$ cat src/rtl/countdown16_if.sv
`default_nettype none
// ============================================================================
// Module      : countdown16_if
// Description : Control/status bundle for the countdown16 interval timer.
// Revision    : 1.0 - initial release
// ============================================================================
interface countdown16_if #(
    parameter int WIDTH = 16
);
    logic             load;
    logic [WIDTH-1:0] load_val;
    logic             en;
    logic             mode;
    logic [WIDTH-1:0] Q;
    logic             tc;
    logic             busy;
    logic             done;

    modport master (
        output load, load_val, en, mode,
        input  Q, tc, busy, done
    );

    modport slave (
        input  load, load_val, en, mode,
        output Q, tc, busy, done
    );
endinterface
`default_nettype wire

$ cat src/rtl/countdown16.sv
`default_nettype none
// ============================================================================
// Module      : countdown16
// Description : Loadable down-counter/timer with prescaler, one-shot and
//               auto-reload modes, and a registered terminal-count pulse.
// Revision    : 1.0 - initial release
// ============================================================================
module countdown16 #(
    parameter int WIDTH    = 16,
    parameter int PRESCALE = 1
) (
    input  wire logic         clk,
    input  wire logic         rst,
    countdown16_if.slave      bus
);

    localparam int              c_PW      = (PRESCALE > 1) ? $clog2(PRESCALE) : 1;
    localparam logic [c_PW-1:0] c_PS_LAST = c_PW'(PRESCALE - 1);

    typedef enum logic [1:0] {
        S_IDLE = 2'd0,
        S_RUN  = 2'd1,
        S_DONE = 2'd2
    } state_t;

    state_t           r_state, w_state_nxt;
    logic [WIDTH-1:0] r_q, w_q_nxt;
    logic [WIDTH-1:0] r_reload, w_reload_nxt;
    logic [c_PW-1:0]  r_ps, w_ps_nxt;
    logic             r_tc, w_tc_nxt;
    logic             w_tick;

    assign w_tick = (r_state == S_RUN) && bus.en && (r_ps == c_PS_LAST);

    always_ff @(posedge clk or negedge rst) begin
        if (!rst) begin
            r_state  <= S_IDLE;
            r_q      <= '0;
            r_reload <= '0;
            r_ps     <= '0;
            r_tc     <= 1'b0;
        end else begin
            r_state  <= w_state_nxt;
            r_q      <= w_q_nxt;
            r_reload <= w_reload_nxt;
            r_ps     <= w_ps_nxt;
            r_tc     <= w_tc_nxt;
        end
    end

    always_comb begin
        w_state_nxt  = r_state;
        w_q_nxt      = r_q;
        w_reload_nxt = r_reload;
        w_ps_nxt     = r_ps;
        w_tc_nxt     = 1'b0;

        // Load overrides everything, including a coincident terminal tick.
        if (bus.load) begin
            w_q_nxt      = bus.load_val;
            w_reload_nxt = bus.load_val;
            w_ps_nxt     = '0;
            w_state_nxt  = (bus.load_val != '0) ? S_RUN : S_IDLE;
        end else begin
            case (r_state)
                S_RUN: begin
                    if (w_tick) begin
                        w_ps_nxt = '0;
                        if (r_q == WIDTH'(1)) begin
                            w_tc_nxt = 1'b1;
                            if (bus.mode) begin
                                w_q_nxt = r_reload;
                            end else begin
                                w_q_nxt     = '0;
                                w_state_nxt = S_DONE;
                            end
                        end else begin
                            w_q_nxt = r_q - WIDTH'(1);
                        end
                    end else if (bus.en) begin
                        w_ps_nxt = r_ps + c_PW'(1);
                    end
                end
                default: begin
                end
            endcase
        end
    end

    assign bus.Q    = r_q;
    assign bus.tc   = r_tc;
    assign bus.busy = (r_state == S_RUN);
    assign bus.done = (r_state == S_DONE);

endmodule
`default_nettype wire

$ cat src/flat_wrapper.sv
// flat-port wrapper written by rule: the top's interface ports become plain ports
module countdown16_flat 
#(
    parameter int WIDTH    = 16,
    parameter int PRESCALE = 1
)
  (clk, rst, bus_load, bus_load_val, bus_en, bus_mode, bus_Q, bus_tc, bus_busy, bus_done);
  countdown16_if #(.WIDTH(WIDTH)) bus_i ();
  input  wire logic clk;
  input  wire logic rst;
  input wire logic [$bits(bus_i.load)-1:0] bus_load;
  input wire logic [$bits(bus_i.load_val)-1:0] bus_load_val;
  input wire logic [$bits(bus_i.en)-1:0] bus_en;
  input wire logic [$bits(bus_i.mode)-1:0] bus_mode;
  output wire logic [$bits(bus_i.Q)-1:0] bus_Q;
  output wire logic [$bits(bus_i.tc)-1:0] bus_tc;
  output wire logic [$bits(bus_i.busy)-1:0] bus_busy;
  output wire logic [$bits(bus_i.done)-1:0] bus_done;
  assign bus_i.load = bus_load;
  assign bus_i.load_val = bus_load_val;
  assign bus_i.en = bus_en;
  assign bus_i.mode = bus_mode;
  assign bus_Q = bus_i.Q;
  assign bus_tc = bus_i.tc;
  assign bus_busy = bus_i.busy;
  assign bus_done = bus_i.done;
  countdown16 #(.WIDTH(WIDTH), .PRESCALE(PRESCALE)) u_core (.clk(clk), .rst(rst), .bus(bus_i));
endmodule
$ cat config.mk
export PLATFORM = sky130hd
export DESIGN_NAME = countdown16_flat
export DESIGN_NICKNAME = d
export VERILOG_FILES = /design/src/rtl/countdown16_if.sv /design/src/rtl/countdown16.sv /design/src/flat_wrapper.sv
export SDC_FILE = /design/constraint.sdc
export NUM_CORES = 1
export LEC_CHECK = 0
export CAP_MARGIN = 20
export CORE_UTILIZATION = 51
export DETAILED_ROUTE_END_ITERATION = 6
export PLACE_DENSITY = 0.79
export SLEW_MARGIN = 20
export SYNTH_ARGS = -nofsm -noshare
export SYNTH_HDL_FRONTEND = slang
export SYNTH_SLANG_ARGS = --single-unit
export TNS_END_PERCENT = 5
$ cat constraint.sdc
create_clock -name clk -period 2.7 [get_ports clk]
set_input_delay 0.675 -clock clk [delete_from_list [all_inputs] [get_ports clk]]
set_output_delay 0.675 -clock clk [all_outputs]
set_load 0.02 [all_outputs]
# Word-level counts from Yosys, hierarchy flattened
# Cells that the tools add are included.
# classes
bitwise_logic	1
muxes	19
n_addsub	2
n_eq_ne	4
reduce_logical	10
# op_table
op	n
$mux W16	5
$eq A16 B1 Y1 const B	1
$reduce_bool A16 Y1	1
$sub A16 B1 Y16 const B	1
$mux W2	5
$mux W1	9
$reduce_bool A2 Y1	3
$reduce_and A2 Y1	2
$reduce_and A4 Y1	1
$reduce_bool A3 Y1	1
$eq A2 B1 Y1 const B	1
$eq A2 B2 Y1 const B	1
$logic_and A1 B1 Y1	2
$ne A2 B2 Y1 const B	1
$add A1 B1 Y1 const B	1
$not A1 Y1	1
# word_totals
wordCells	41
output_inout_bits	19
reg_bits	36
inputBits	21

# Longest topological paths before layout
# Gate-level depths: netlist of run 1.
# depth
ltp_word	6
depth_mapped	8
ltp_nobuf	7

# Least setup slack after synthesis of run 1
# OpenSTA, ideal clock, no wires.
# synth_timing
path_type	reg2reg
startpoint	register u_core.r_q[0] (netlist: u_core.bus.Q[0])
endpoint	register u_core.r_q[14] (netlist: u_core.bus.Q[14])
arrival_ps	2072
synth_period_minus_slack_ps	2196
required_ps	2576
setup_ps	124
n_path_buf	0
path_stages_with_launch	8
setup_slack_ps	504
cell_sequence	dfrtp_1 > inv_1 > ha_1 > nor3b_1 > or4b_4 > nor4_2 > o21ai_1 > a211o_1
# synth_between
elab_chain_len	5
elab_cells_between_ends	6
cone_classes	1 x add/sub; 1 x eq/ne; 4 x mux
# synth_rtl
item	line_no	rtl
start: declaration	countdown16.sv:27	logic [WIDTH-1:0] r_q, w_q_nxt;
start signal: assignment	countdown16.sv:44	r_q <= w_q_nxt;
$sub A16 B1 Y16 or $eq A16 B1 Y1 (tied branches)	countdown16.sv:78, countdown16.sv:69	
$mux W16 (*)	countdown16.sv:69	if (r_q == WIDTH'(1)) begin
$mux W16 (*)	countdown16.sv:67	if (w_tick) begin
$mux W16 (*)	countdown16.sv:65	case (r_state)
$mux W16 (*)	countdown16.sv:59	if (bus.load) begin
# Mark *: on every way between the ends. The rest lies on a longest branch, timed or not. The select of a mux whose other input is x is not followed.
# A chain may end at the register's enable or synchronous reset.

# Final worst setup path of run 1
# layout_timing
startpoint	input port bus_en
endpoint	register u_core.r_q[8] (netlist: u_core.bus.Q[8])
# layout_between
elab_chain_len	4
# layout_rtl
item	line_no	rtl
start: declaration	flat_wrapper.sv:13	input wire logic [$bits(bus_i.en)-1:0] bus_en;
$logic_and A1 B1 Y1 (2 in series)	countdown16.sv:33	assign w_tick = (r_state == S_RUN) && bus.en && (r_ps == c_PS_LAST);
$reduce_bool A2 Y1 (no source line)	--	
$reduce_and A2 Y1 (no source line)	--	
# Every way passes these cells.

==> flow_summary_export.csv, run 1 <==
group,metric,value,unit
outcome,outcome,"completed",
flow_run,maxCapViolCount,0,
logic_synthesis,ys_seq_elements,36,
global_route,grt_pass1_vias,1730,
cells_and_area,regArea,901,um^2
critical_path,path_cells,"clkdlybuf4s50_1 > nor4bb_1 > buf_4 > nor2_1 > nor3_1 > o21ai_0 > o211ai_1",
timing,slew_headroom,35.5,%
critical_path,worst_path_largest_cell_delay,0.72,ns
place,hpwl,3450,um
cts,postCtsHoldBufs,0,
timing,fin_skew,0.00341,ns
logic_synthesis,yosysWarnings,0,
min_path,hold_path.class,"register to register",
cts,cts_made_buffers,5,
critical_path,crit_path_max_fanout,13,
timing,setup_viol,0,
timing,tightest_slew,0.963,ns
cts,cts_resized,0,
place,place_area,2460,um^2
floorplanning,die_h,64.2,um
power,p_leak,1.04,nW
power,ir_worst_vdd,0.302,mV
cells_and_area,final_cell_mix,"clkdlybuf4s50_1 (39), dfrtp_1 (36), o21ai_0 (21)",
cts,clock-sinks,36,
cts,cts_root_buf,"clkbuf_8",
logic_synthesis,synth.cell_area,1970,um^2
cts,path_clk_slew,0.07,ns
floorplanning,start_util,53.5,%
timing,period_share,87.7,%
logic_synthesis,synth-edff-count,0,
critical_path,end_kind,"register",
floorplanning,num_rows,22,
timing,final_max_slew_viol_count,0,
floorplanning,die_area,4120,um^2
place,pre_cts_ws,0.0512,ns
global_route,track_usage,26.8,%
cts,clk_latency,0.29,ns
logic_synthesis,syn_nets,230,
route,route.detailed.drc,0,
cells_and_area,antenna_cells,0,
floorplanning,core-area,3690,um^2
place,portBuffers,39,
cts,tritoncts,"built",
timing,fin_crit,2.37,ns
cells_and_area,nNetsFinal,277,
route,vias_per_cell,5.89,
global_route,antenna_found_initial,0,
logic_synthesis,syn_area_per_cell,9.53,um^2
cells_and_area,utilization,69.2,%
cells_and_area,syn_to_final_growth,29.4,%
cts,htreeDepth,2,
global_route,grt_max_degree,38,
power,p_per_area,546,nW/um^2
timing,hold_violations,0,
logic_synthesis,ys_seq_area_share,45.7,%
timing,layout_setup_ws,0.332,ns
cells_and_area,layout-drive-gt1-share,12.9,%
global_route,gr-total-overflow,0,
route,drtAntennaViolNets,0,
place,place.gp.congestion,0.871,
route,routed_wl,4890,um
critical_path,crit_required,2.87,ns
global_route,grt_first_pass_wirelength,8310,um
logic_synthesis,async_flop_share,100,%
logic_synthesis,synth_cell_types,44,
cts,post_cts_buffers,0,
route,drt_iter0_markers,135,
route,drt_first_pass_iters,4,
power,finalPower,0.00139,W
route,routed-via-count,1784,
critical_path,start_kind,"input port",
cells_and_area,layout_commonest_cell,"clkdlybuf4s50_1",
floorplanning,die_x,64.2,um
timing,finalSetupTns,0,ns
logic_synthesis,synthCells,207,
logic_synthesis,ys.flop_type,"dfrtp_1",
cells_and_area,multi_input_area,998,um^2
cells_and_area,fillers,314,
timing,max_freq,422,MHz
critical_path,arrival,2.54,ns
critical_path,crit_slowest_cell,"nor2_1",
cts,clock_path_buffers,2,
route,wire_per_inst,16.1,um
cells_and_area,design_area,2550,um^2
timing,rsz0062_at_grt,"false",
floorplanning,ios,40,
critical_path,crit_type,"input port to register",
==> worst max-delay path, delay by kind of cell <==
family | cells | cell delay, ns
AOI/OAI and AO/OA | 2 | 0.33
buffers and inverters | 2 | 0.56
and+or+nand+nor | 3 | 0.97
==> cells in the mapped netlist, drive strengths merged, types with 5 or more instances <==
library cell / n / share of area (%)
inv: 10 / 1.9
nor3: 6 / 1.5
a22oi: 6 / 2.3
dfrtp: 36 / 46
nand4: 5 / 1.6
nand2: 18 / 3.4
o21ai: 22 / 5.6
nor2: 14 / 2.7
mux2: 10 / 5.7
a22o: 5 / 2.2
a21oi: 12 / 3.0
nor4: 9 / 3.2
clkbuf: 8 / 1.5
==> routing by layer <==
metal  vias to the layer above  global-route usage (%)  part of all wire (%)
met3                         7                    7.14                   6.3
met5                         -                       0                     0
met4                         0                    10.6                   1.6
met1                       860                    36.4                    46
li1                        864                       -                     -
met2                        53                    40.4                    46
==> kinds of logic (layout without fill, tap and decap cells) <==
logic type | Yosys count | count (layout) | share of synthesized area [%]
compound gates | 59 | 59 | 19.0
xor+xnor | 6 | 6 | 2.67
fa+ha+maj | 2 | 2 | 1.27
buf+inv | 19 | 67 | 3.68
flops | 36 | 36 | 45.7
mux | 13 | 13 | 7.23
simple gates | 72 | 72 | 20.5
==> state kept, by name (all words and copies together) (netlist names) <==
name / flops
u_core.bus.Q: 16
u_core.r_reload: 16
u_core.r_state: 2
u_core.bus.tc: 1
u_core.r_ps: 1
==> where the power goes <==
group / switching [W] / total (W) / internal [W]
clock network: 0.000186 / 0.000394 / 0.000208
registers: 0.0000654 / 0.000658 / 0.000592
logic: 0.000169 / 0.000342 / 0.000173
==> per-stage QoR <==
stage	instances	hold WS, ns
2_1_floorplan	207	0.379
3_3_place_gp	295	0.479
3_5_place_dp	295	0.486
4_1_cts	303	0.501
5_1_grt	303	0.522
6_report	303	0.493
==> final timing paths <==
check                                          from            endpoint  depth (start not counted)  slack, ns
worst max-delay path                         bus_en     u_core.bus.Q[8]                          7       0.33
worst min-delay path            u_core.r_reload[13]    u_core.bus.Q[13]                          2       0.49
worst max register to register      u_core.bus.Q[5]    u_core.bus.Q[14]                          5       0.53
worst min register to register  u_core.r_reload[13]    u_core.bus.Q[13]                          2       0.49
max in group asynchronous                       rst  u_core.r_reload[2]                          2       1.57
min in group asynchronous                       rst  u_core.r_reload[8]                          2       0.80
==> layout make-up <==
class	instances	share of cell area, %
multi-input combinational	152	39.1
clock buffer	8	3.53
timing repair buffer	49	18.2
tap	48	2.35
sequential	36	35.3
inverter	10	1.47
Note: power is estimated with default switching activity, not from simulation.
==> run 2: changes to the inputs <==
--- a/config.mk
+++ b/config.mk
@@ -5,6 +5,7 @@
 export SDC_FILE = /design/constraint.sdc
 export NUM_CORES = 1
 export LEC_CHECK = 0
+export ABC_CLOCK_PERIOD_IN_PS = 2700
 export CAP_MARGIN = 20
 export CORE_UTILIZATION = 51
 export DETAILED_ROUTE_END_ITERATION = 6
@@ -13,4 +14,3 @@
 export SYNTH_ARGS = -nofsm -noshare
 export SYNTH_HDL_FRONTEND = slang
 export SYNTH_SLANG_ARGS = --single-unit
-export TNS_END_PERCENT = 5
==> results of run 2 <==
Same layout as run 1: the final DEF is identical, and so are final timing and power.
